--- config.mk ---
export PLATFORM = sky130hd
export DESIGN_NAME = mux_sel_stream
export DESIGN_NICKNAME = d
export VERILOG_FILES = /design/src/rtl/mux_sel_pkg.sv /design/src/rtl/rr_arbiter.sv /design/src/rtl/mux_sel_stream.sv
export SDC_FILE = /design/constraint.sdc
export NUM_CORES = 1
export LEC_CHECK = 0
export BUFFER_PORTS_ARGS = -buffer_cell sky130_fd_sc_hd__buf_2
export CORE_ASPECT_RATIO = 0.7
export CORE_UTILIZATION = 43
export CTS_CLUSTER_DIAMETER = 150
export DETAILED_ROUTE_END_ITERATION = 10
export GPL_TIMING_DRIVEN = 0
export PLACE_DENSITY = 0.72
export SLEW_MARGIN = 10
export SYNTH_ARGS = -nofsm -noshare
export SYNTH_HDL_FRONTEND = slang
export SYNTH_SLANG_ARGS = --single-unit
--- constraint.sdc ---
create_clock -name clk -period 5.9 [get_ports clk]
set_input_delay 1.18 -clock clk [delete_from_list [all_inputs] [get_ports clk]]
set_output_delay 1.18 -clock clk [all_outputs]
set_load 0.005 [all_outputs]
--- src/rtl/mux_sel_pkg.sv ---
// mux_sel_pkg: shared mode constants and channel-slice helper for mux_sel_stream
package mux_sel_pkg;

    localparam logic MODE_SELECT = 1'b0;
    localparam logic MODE_RR     = 1'b1;

    // Widest flattened channel bus the slice helper accepts.
    localparam int MAX_BUS = 512;

    // Returns channel idx of a flattened bus of w-bit channels, zero-extended to 32 bits.
    function automatic logic [31:0] ch_slice(input logic [MAX_BUS-1:0] bus, input int idx, input int w);
        return 32'(bus >> (idx * w)) & ((32'd1 << w) - 32'd1);
    endfunction

endpackage

--- src/rtl/rr_arbiter.sv ---
// rr_arbiter: rotating-priority request arbiter that owns the round-robin pointer
//   clk, rst            : clock, synchronous active-high reset (pointer -> 0)
//   req[NUM_CH]         : per-channel requests
//   advance, adv_idx    : a transfer from channel adv_idx moves the pointer past it
//   grant_vld, grant_idx: first requesting channel at or after the pointer (wrapping)
module rr_arbiter #(
    parameter int NUM_CH = 6,
    parameter int SEL_W  = 3
) (
    input  logic              clk,
    input  logic              rst,
    input  logic [NUM_CH-1:0] req,
    input  logic              advance,
    input  logic [SEL_W-1:0]  adv_idx,
    output logic              grant_vld,
    output logic [SEL_W-1:0]  grant_idx
);

    logic [SEL_W-1:0] r_ptr;

    // Scan from the farthest offset down to the pointer so the closest requester wins.
    always_comb begin
        logic [SEL_W-1:0] w_k;
        w_k       = '0;
        grant_vld = 1'b0;
        grant_idx = '0;
        for (int i = NUM_CH - 1; i >= 0; i--) begin
            w_k = SEL_W'((int'(r_ptr) + i) % NUM_CH);
            if (req[w_k]) begin
                grant_vld = 1'b1;
                grant_idx = w_k;
            end
        end
    end

    always_ff @(posedge clk) begin
        if (rst)
            r_ptr <= '0;
        else if (advance)
            r_ptr <= (adv_idx == SEL_W'(NUM_CH - 1)) ? '0 : adv_idx + 1'b1;
    end

endmodule

--- src/rtl/mux_sel_stream.sv ---
// mux_sel_stream: registered N:1 valid/ready channel selector with select and round-robin modes
//   clk, rst      : clock, synchronous active-high reset
//   mode, sel     : 0 = take channel sel, 1 = round-robin over valid channels
//   in_valid/in_data/in_ready : per-channel handshake, channel k at in_data[k*DATA_W +: DATA_W]
//   out_valid/out_data/out_ch/out_ready : one-deep registered output and source channel
//   sel_err       : registered flag for an out-of-range sel in select mode
module mux_sel_stream
    import mux_sel_pkg::*;
#(
    parameter int NUM_CH = 6,
    parameter int DATA_W = 4,
    parameter int SEL_W  = 3
) (
    input  logic                     clk,
    input  logic                     rst,
    input  logic                     mode,
    input  logic [SEL_W-1:0]         sel,
    input  logic [NUM_CH-1:0]        in_valid,
    input  logic [NUM_CH*DATA_W-1:0] in_data,
    output logic [NUM_CH-1:0]        in_ready,
    output logic                     out_valid,
    output logic [DATA_W-1:0]        out_data,
    input  logic                     out_ready,
    output logic [SEL_W-1:0]         out_ch,
    output logic                     sel_err
);

    logic              r_out_valid;
    logic [DATA_W-1:0] r_out_data;
    logic [SEL_W-1:0]  r_out_ch;
    logic              r_sel_err;

    logic              w_can_load;
    logic              w_sel_ok;
    logic              w_grant_vld;
    logic [SEL_W-1:0]  w_grant_idx;
    logic              w_ch_vld;
    logic [SEL_W-1:0]  w_idx;
    logic [DATA_W-1:0] w_data;
    logic              w_xfer;

    rr_arbiter #(.NUM_CH(NUM_CH), .SEL_W(SEL_W)) u_arb (
        .clk      (clk),
        .rst      (rst),
        .req      (in_valid),
        .advance  (w_xfer && mode == MODE_RR),
        .adv_idx  (w_grant_idx),
        .grant_vld(w_grant_vld),
        .grant_idx(w_grant_idx)
    );

    // Select mode offers ready to sel regardless of its valid; RR only to the granted requester.
    always_comb begin
        w_can_load = !r_out_valid || out_ready;
        w_sel_ok   = 32'(sel) < NUM_CH;
        w_ch_vld   = (mode == MODE_RR) ? w_grant_vld : w_sel_ok;
        w_idx      = (mode == MODE_RR) ? w_grant_idx : sel;
        in_ready   = (w_can_load && w_ch_vld && !rst) ? NUM_CH'(1) << w_idx : '0;
        w_xfer     = |(in_ready & in_valid);
        w_data     = DATA_W'(ch_slice(MAX_BUS'(in_data), int'(w_idx), DATA_W));
    end

    always_ff @(posedge clk) begin
        if (rst) begin
            r_out_valid <= 1'b0;
            r_out_data  <= '0;
            r_out_ch    <= '0;
            r_sel_err   <= 1'b0;
        end else begin
            r_sel_err <= (mode == MODE_SELECT) && !w_sel_ok;
            if (w_xfer) begin
                r_out_valid <= 1'b1;
                r_out_data  <= w_data;
                r_out_ch    <= w_idx;
            end else if (out_ready) begin
                r_out_valid <= 1'b0;
            end
        end
    end

    assign out_valid = r_out_valid;
    assign out_data  = r_out_data;
    assign out_ch    = r_out_ch;
    assign sel_err   = r_sel_err;

endmodule

==> flow_results.org, run 1 <==
** Route
- Number of DRC markers in iteration 0 :: ~270
- Wire per inst :: about 17 um
- After detailed routing, the total wire length is 6817 um.
- Remaining antenna violation count after routing :: 0
- Dividing the detail-routed via count by the number of cells gives 6.236.
- Summing over every cut layer, the via total after detailed routing is between 2000 and 3000.
- Remaining design rule violation count :: 0
- Count of TritonRoute iterations in the first routing pass :: 5

** CTS
- Clock buffers created by TritonCTS :: 3
- H-Tree Level Count :: 1
- Worst-Skew Late Latency :: 240 ps
- Clock transition time at the flip-flop clock pins of the worst setup and hold paths :: around 50 ps
- Clock sink count :: 12
- Once the clock tree was built, the resizer swapped 0 gates to a different size.
- No sink is reached through more buffers than the 2 on the longest clock path.
- TritonCTS built the clock tree.
- Setup repair bufs after CTS :: 0
- Clock tree synthesis selected as its root buffer the cell sky130_fd_sc_hd__clkbuf_8.
- After clock tree synthesis, the flow added hold-fix buffers numbering 0.

** Run
- Max-cap viol count :: 0

** Power and ir drop
- PwrDens :: approximately 620 nW/um2
- Across the VDD grid, the largest voltage drop is approximately 230 uV.
- For this design the static power due to leakage is between 1 and 1.5 nW.

** Run status
- Outcome :: completed

** Synthesis
- In this run, synthesis produced a sequential element count of 12.
- Most common flop cell mapped by yosys :: sky130_fd_sc_hd__dfxtp_1
- The share of the Yosys chip area taken by registers is 0.1043.
- Counting every net in the synthesized netlist gives about 340.
- After synthesis, the share of flip-flops with an asynchronous set or reset is 0.
- Cell count after synthesis :: between 200 and 300
- Library cells used by synthesis :: a little over 70
- YS warnings :: 0
- In this run, synthesis inferred 0 flip-flops with an integrated enable.
- In this run the cell area of the synthesized design comes to 2303 um2.
- Dividing the synthesized area by the synthesized cell count gives 7.970 um2.

** Global route
- In the global route stage, overall resource usage came out at 0.2432.
- Antenna violations before repair :: 0
- Global route overflow :: 0
- Wire length of the first global-routing pass :: roughly 11000 um
- Entering global routing, the biggest net connects 11 pins.
- Via count of the first global-routing pass :: around 2200

** STA
- After layout, the minimum clock period comes to around 5600 ps.
- Number of hold violations in the final report :: 0
- Transition at the pin with the smallest max-transition slack :: between 600 and 700 ps
- Unrepaired setup endpoints after global routing :: no
- Sum Neg Setup Slack :: 0 ps
- Final worst-path cycle share :: 0.9454
- Number of setup violations in the final report :: 0
- Setup clock skew after layout :: between 5 and 6 ps
- The final number of max-transition violations is 0.
- Timing would allow up to approximately 180 MHz.
- In this run the tightest slew margin relative to its limit is 0.5587.

** Place
- At the end of routability-driven placement, the weighted congestion stood at roughly 0.9.
- Estimated wirelength of the detail-placed design :: about 5700 um
- Once placement finished, the instance area stood at 2640 um2.
- Number of I/O port buffers :: 50

** Worst setup path
- The endpoint identified for the worst register-to-register timing path is out_data[1].
- STA classifies the critical path endpoint as an output pin.
- Required time of the critical path :: 4720 ps
- Along the worst path, the maximum fanout reaches 10.
- The worst register-to-register path has a setup slack of 1000 ps.
- Launching point of the worst reg2reg path :: u_arb.r_ptr[0]
- Crit path arrival time :: between 4000 and 5000 ps
- The worst setup path is launched from a flip-flop.
- The worst register-to-register path has a depth of 19.
- Kind of critical path :: flip-flop to output pin

** Die
- Cell row count :: 21
- Floorplan die width :: just under 90 um
- The total area inside the core boundary comes to around 5000 um2.
- Die outline area :: 5658 um2
- The die is 63.24 um tall.
- I/O pin total :: 52
- Effective utilization at floorplan :: 0.4638

** Final layout
- Cell area after layout :: 2681 um2
- Share of cells above drive strength 1 :: 0.3246
- For this run, the post-layout net count is between 300 and 400.
- The area growth from synthesis to layout is 16.40%.
- The number of antenna diodes in the final layout is 0.
- FILL cells :: 454

** Hold path
- Cell count of the worst hold path :: 2
- End point of the most critical hold path :: out_ch[1]
- The worst hold path belongs to the class flip-flop to flip-flop.
- Min-delay src :: out_ch[1]
-- cell usage after synthesis, drive strengths merged, types with 4 or more instances --
cell type  number  area [um2]
nand2b          7       43.79
o211ai          5       37.54
a222oi          4       40.04
nand2          18       67.56
buf            13       92.59
a21o            4       30.03
and2            5       31.28
inv            16       60.06
a211oi          7       62.56
mux2i          14       143.9
nand4           6       37.54
nor3           13       65.06
mux2           19       217.7
o211a           4       40.04
a21oi          25       147.7
nor4            5       31.28
nand3           6       30.03
dfxtp          12       240.2
nand3b          4       30.03
o21ai          13       72.57
o41ai           4       35.03
nor2           21       81.33
nor2b           4       25.02
ha             10       125.1
-- registers in the layout, summed over array words and instances (netlist names) --
| register | count |
|---|---|
| out_data | 4 |
| out_ch | 3 |
| u_arb.r_ptr | 3 |
| out_valid | 1 |
| sel_err | 1 |
-- report_power, final --
group	total (W)	switching [W]	internal [W]
logic	0.00145	0.000861	0.000589
clock network	0.0000709	0.0000262	0.0000447
registers	0.000139	0.0000291	0.000110
total	0.00166	0.000916	0.000744
-- metal layers --
| metal | track usage | vias to the layer above | wire [um] |
|---|---|---|---|
| met4 | 0.03968 | 0 | 73 |
| met5 | 0 | - | 0 |
| met1 | 0.4102 | 1189 | 3464 |
| met2 | 0.3092 | 130 | 2585 |
| met3 | 0.04325 | 10 | 695 |
| li1 | - | 1234 | - |
-- logic make-up (layout without fill, tap and decap cells) --
| kind of cell | after synthesis | after routing | share of synthesized area |
|---|---|---|---|
| buf+inv | 32 | 85 | 0.07116 |
| flops | 12 | 12 | 0.1043 |
| simple gates | 100 | 100 | 0.2390 |
| fa+ha+maj | 10 | 10 | 0.05432 |
| compound gates | 95 | 95 | 0.3243 |
| xor+xnor | 5 | 5 | 0.03042 |
| mux | 35 | 35 | 0.1765 |
-- cell type report --
class                   instances  area, um2  share of cell area
multi-input cells             245       1899              0.7084
repair buffers                 50      250.2             0.09333
flip-flops and latches         12      240.2             0.08959
plain buffers                  16      103.9             0.03873
well taps                      69      86.33             0.03220
inverters                      16      60.06             0.02240
clock buffers                   3      41.29             0.01540
-- cells in the final DEF (no fill, tap or decap), types with 6 or more instances in the layout --
master and n:
sky130_fd_sc_hd__a21oi_1 21, sky130_fd_sc_hd__buf_2 58, sky130_fd_sc_hd__dfxtp_1 12, sky130_fd_sc_hd__ha_1 10, sky130_fd_sc_hd__inv_1 13, sky130_fd_sc_hd__mux2_2 16, sky130_fd_sc_hd__mux2i_1 13, sky130_fd_sc_hd__nand2_1 18
sky130_fd_sc_hd__nand2b_1 7, sky130_fd_sc_hd__nand3_1 6, sky130_fd_sc_hd__nand4_1 6, sky130_fd_sc_hd__nor2_1 20, sky130_fd_sc_hd__nor3_1 13, sky130_fd_sc_hd__o21ai_0 6
-- worst max-delay path, stage by stage, from the launching register on --
cell,delay (ps)
sky130_fd_sc_hd__dfxtp_1,460
sky130_fd_sc_hd__buf_6,200
sky130_fd_sc_hd__inv_1,80
sky130_fd_sc_hd__ha_1,180
sky130_fd_sc_hd__buf_2,170
sky130_fd_sc_hd__nand2_1,170
sky130_fd_sc_hd__nand2_1,80
sky130_fd_sc_hd__ha_1,340
sky130_fd_sc_hd__nor2b_1,250
sky130_fd_sc_hd__nor3_1,110
sky130_fd_sc_hd__or4_4,580
sky130_fd_sc_hd__o211a_1,250
sky130_fd_sc_hd__a311oi_2,280
sky130_fd_sc_hd__o221a_2,320
sky130_fd_sc_hd__nand2b_1,110
sky130_fd_sc_hd__buf_2,200
sky130_fd_sc_hd__nand2b_1,170
sky130_fd_sc_hd__nor2_1,50
sky130_fd_sc_hd__buf_2,140
-- worst max-delay path by stage --
stage                        start           to  depth (start not counted)
floorplan           u_arb.r_ptr[2]  in_ready[2]                         17
global placement    u_arb.r_ptr[2]  in_ready[2]                         18
detailed placement  u_arb.r_ptr[2]  in_ready[2]                         18
CTS                 u_arb.r_ptr[2]  in_ready[2]                         18
global route        u_arb.r_ptr[2]  in_ready[2]                         18
finish              u_arb.r_ptr[2]  in_ready[2]                         18
-- metrics by stage --
step / util / setup WS [ps] / total power (W) / cells / hold WS (ps)
after floorplan: - / 1239 / 0.001242 / 289 / 463.3
after global placement: 0.5316 / 667.9 / 0.001538 / 408 / 467.0
after detailed placement: 0.5316 / 627.4 / 0.001548 / 408 / 470.9
after CTS: 0.5399 / 352.2 / 0.001625 / 411 / 477.3
after global routing: 0.5399 / 55.93 / 0.001784 / 411 / 503.1
final: 0.5399 / 322.4 / 0.001660 / 411 / 479.0
Note: power is estimated with default switching activity, not from simulation.
==> run 2: changes to the inputs <==
Clock period 5.9 ns to 5.6 ns, I/O delays scaled along.
==> run 2 against run 1 <==
Net effect:
- combinational power grew 8%
- clock power grew 5.2%
- critical path depth is the same
- largest cell class unchanged
- routed wire length grew 0.62%
- highest routed layer unchanged
==> flow_results.org, run 2 (synthesis results as in run 1) <==
** Run
- Max-cap viol count :: 0 (unchanged)

** Global route
- The number of antenna violations at the first check in global routing came to 0 (unchanged).
- Via count of the first global-routing pass :: 2190 (unchanged)
- Wire length of the first global-routing pass :: 10760 um (unchanged)
- Global route overflow :: 0 (unchanged)
- Total GRT Usage :: 0.2432 (unchanged)
- The largest net degree at the start of global routing is 11 (unchanged).

** CTS
- The CTS H-tree depth was 1 (unchanged).
- The number of CTS-inserted buffers was 3 (unchanged).
- The clock latency on the worst-skew pair is 230 ps (about the same).
- In this run the clock root is driven by a sky130_fd_sc_hd__clkbuf_8.
- Clock sink count :: 12 (unchanged)
- Number of buffers on the longest clock path :: 2 (unchanged)
- The total of hold buffers inserted after clock tree synthesis came to 0 (unchanged).
- Post-CTS resize count :: 0 (unchanged)
- TritonCTS built the clock tree.
- Clock transition time at the flip-flop clock pins of the worst setup and hold paths :: 50 ps (about the same)
- Setup repair bufs after CTS :: 0 (unchanged)

** Final layout
- Commonest cells after routing, fill and taps aside :: sky130_fd_sc_hd__buf_2, sky130_fd_sc_hd__a21oi_1, sky130_fd_sc_hd__nor2_1
- Layout net count :: 391 (unchanged)
- The ratio of cells with drive above 1 in the final layout is 0.3333 (+0.008772).
- Area added between synthesis and finish :: 17.44%
- Max reg flops :: 4 (unchanged)
- The fill cell total of the finished layout was 453 (-0.22%).
- Diode insertion count for antenna repair :: 0 (unchanged)
- Most frequent standard cell in the layout excluding fill and tap cells :: sky130_fd_sc_hd__buf_2

** STA
- The count of final hold-check violations is 0 (unchanged).
- The worst hold-check slack was 477.1 ps (-1.832 ps).
- Based on the critical path, the design can be clocked at up to around 180 MHz.
- Final worst-path cycle share :: 0.9654
- The worst clock skew was 5.688 ps (+0.03648 ps).
- Number of slew-limit violations in the final report :: 0 (unchanged)
- The least setup slack across all paths after layout was 194.0 ps (-128.4 ps).
- The normalized max-slew margin was 0.5450 (-0.01369).
- Final critical delay including setup and external delays :: ~5400 ps
- The slew at the pin with the worst max-slew slack was 678.5 ps (+20.42 ps).
- The number of setup violations in the final report is 0 (unchanged).

** Route
- Ratio of routed vias to standard cells :: 6.207 (-0.47%)
- The residual antenna-violating net count after detailed routing was 0 (unchanged).
- Wire per inst :: 16.69 um (+0.62%)
- The number of vias after detailed routing was 2551 (-0.47%).
- The violation count after the first detailed-route iteration is 251 (-8.4%).
- Total Wirelength :: 6859 um (+0.62%)
- The number of DRC violations after detailed routing came to 0 (unchanged).
- The first-pass iteration count of the detailed router was 5 (unchanged).

** Worst setup path
- Broken down by cell family, the worst path's largest delay share belongs to simple AND/OR/NAND/NOR gates.
- Number of buffer and inverter stages on the critical path :: 5 (unchanged)
- The delay of the slowest critical-path stage is 510 ps (-70 ps).
- In this run the worst setup path begins at u_arb.r_ptr[2].
- Launching point of the worst reg2reg path :: u_arb.r_ptr[0]
- Counting stages on the worst path, the most repeated cell is sky130_fd_sc_hd__buf_2.
- Crit path arrival time :: 4290 ps (-110 ps)
- The data required time of the critical path was 4480 ps (-240 ps).
- Kind of critical path :: flip-flop to output pin
- On the critical path, the stage with the largest delay is an instance of sky130_fd_sc_hd__or4_4.
- The worst setup path is captured at an output pin.
- Critical-path maximum fanout :: 10 (unchanged)
- Critical Path Start Type :: flip-flop
- Walking the worst path, the cells encountered are buf_6 > inv_1 > ha_1 > buf_2 > nand2_1 > nand2_1 > ha_1 > nand3b_1 > mux2i_1 > or4_4 > o211a_1 > a311oi_2 > o221a_2 > nand2b_1 > buf_2 > nand2b_1 > nor2_1 > buf_2.

** Die
- The row count was 21 (unchanged).
- The starting density of the core is 0.4638 (unchanged).
- Die span in y :: 63.24 um (unchanged)
- The die outline area was 5658 um2 (unchanged).
- The number of I/O pins is 52 (unchanged).
- The width of the die was 89.48 um (unchanged).
- The core area was 4966 um2 (unchanged).

** Hold path
- The path class of the tightest hold or removal check is flip-flop to flip-flop.
- Min-delay src :: out_ch[1]

** Place
- The worst slack at placement is 387.4 ps (-240.0 ps).
- Routability congestion estimate :: 0.9260 (unchanged)
- The HPWL reported at the end of detailed placement is 5707 um (unchanged).
- Number of I/O port buffers :: 50 (unchanged)

** Run status
- Outcome :: completed

** Power and ir drop
- PwrDens :: 657.6 nW/um2 (+6.2%)
- Maximum VDD drop :: 245.2 uV (+6.1%)
- Standby leakage power :: 1.151 nW (+0.28%)
==> run 2: through the flow <==
step           setup TNS [ps]  std cells  instance area (um2)  power [W]    util
2_1_floorplan               0        289                 2303   0.001308       -
3_3_place_gp                0        408                 2640   0.001620  0.5316
3_5_place_dp                0        408                 2640   0.001631  0.5316
4_1_cts                     0        411                 2681   0.001712  0.5399
5_1_grt                -7.179        411                 2705   0.001908  0.5447
6_report                    0        411                 2705   0.001779  0.5447
==> run 2: worst register-to-register path, cell delays in order, from the launching register on <==
cell and delay [ps]:
sky130_fd_sc_hd__dfxtp_2 430, sky130_fd_sc_hd__buf_6 190, sky130_fd_sc_hd__buf_6 170, sky130_fd_sc_hd__inv_1 90, sky130_fd_sc_hd__ha_1 230, sky130_fd_sc_hd__xor2_2 330, sky130_fd_sc_hd__inv_2 110, sky130_fd_sc_hd__ha_1 300
sky130_fd_sc_hd__nand2b_1 160, sky130_fd_sc_hd__or3_1 300, sky130_fd_sc_hd__a21oi_1 210, sky130_fd_sc_hd__a221oi_2 110, sky130_fd_sc_hd__a21o_1 230, sky130_fd_sc_hd__o21ai_2 240, sky130_fd_sc_hd__a21o_1 160, sky130_fd_sc_hd__buf_2 240
sky130_fd_sc_hd__buf_6 190, sky130_fd_sc_hd__mux2_1 340, sky130_fd_sc_hd__a222oi_1 510, sky130_fd_sc_hd__a21oi_1 130
==> run 2: area by class of cell <==
class	instances	area (um2)	share of cell area
multi-input cells	245	1921	0.7100
repair buffers	50	250.2	0.09251
flip-flops and latches	12	242.7	0.08973
plain buffers	16	103.9	0.03839
well taps	69	86.33	0.03191
inverters	16	60.06	0.02220
clock buffers	3	41.29	0.01526
==> run 2: power by group <==
group          switching (W)  internal [W]
Sequential         0.0000313      0.000117
Clock              0.0000275     0.0000470
Combinational       0.000927      0.000629
Total               0.000985      0.000794
==> run 2: worst paths after layout <==
path / to / slack [ps] / cells past startpoint
max: in_ready[2] / 190 / 18
min reg2reg: out_ch[1] / 480 / 2
min: out_ch[1] / 480 / 2
max reg2reg: out_data[1] / 790 / 19
==> run 2: routing by layer <==
metal / GRT usage / vias up / routed length (um)
met4: 0.03968 / 0 / 69
met1: 0.4102 / 1180 / 3472
met5: 0 / - / 0
met3: 0.04325 / 10 / 716
li1: - / 1226 / -
met2: 0.3092 / 135 / 2601
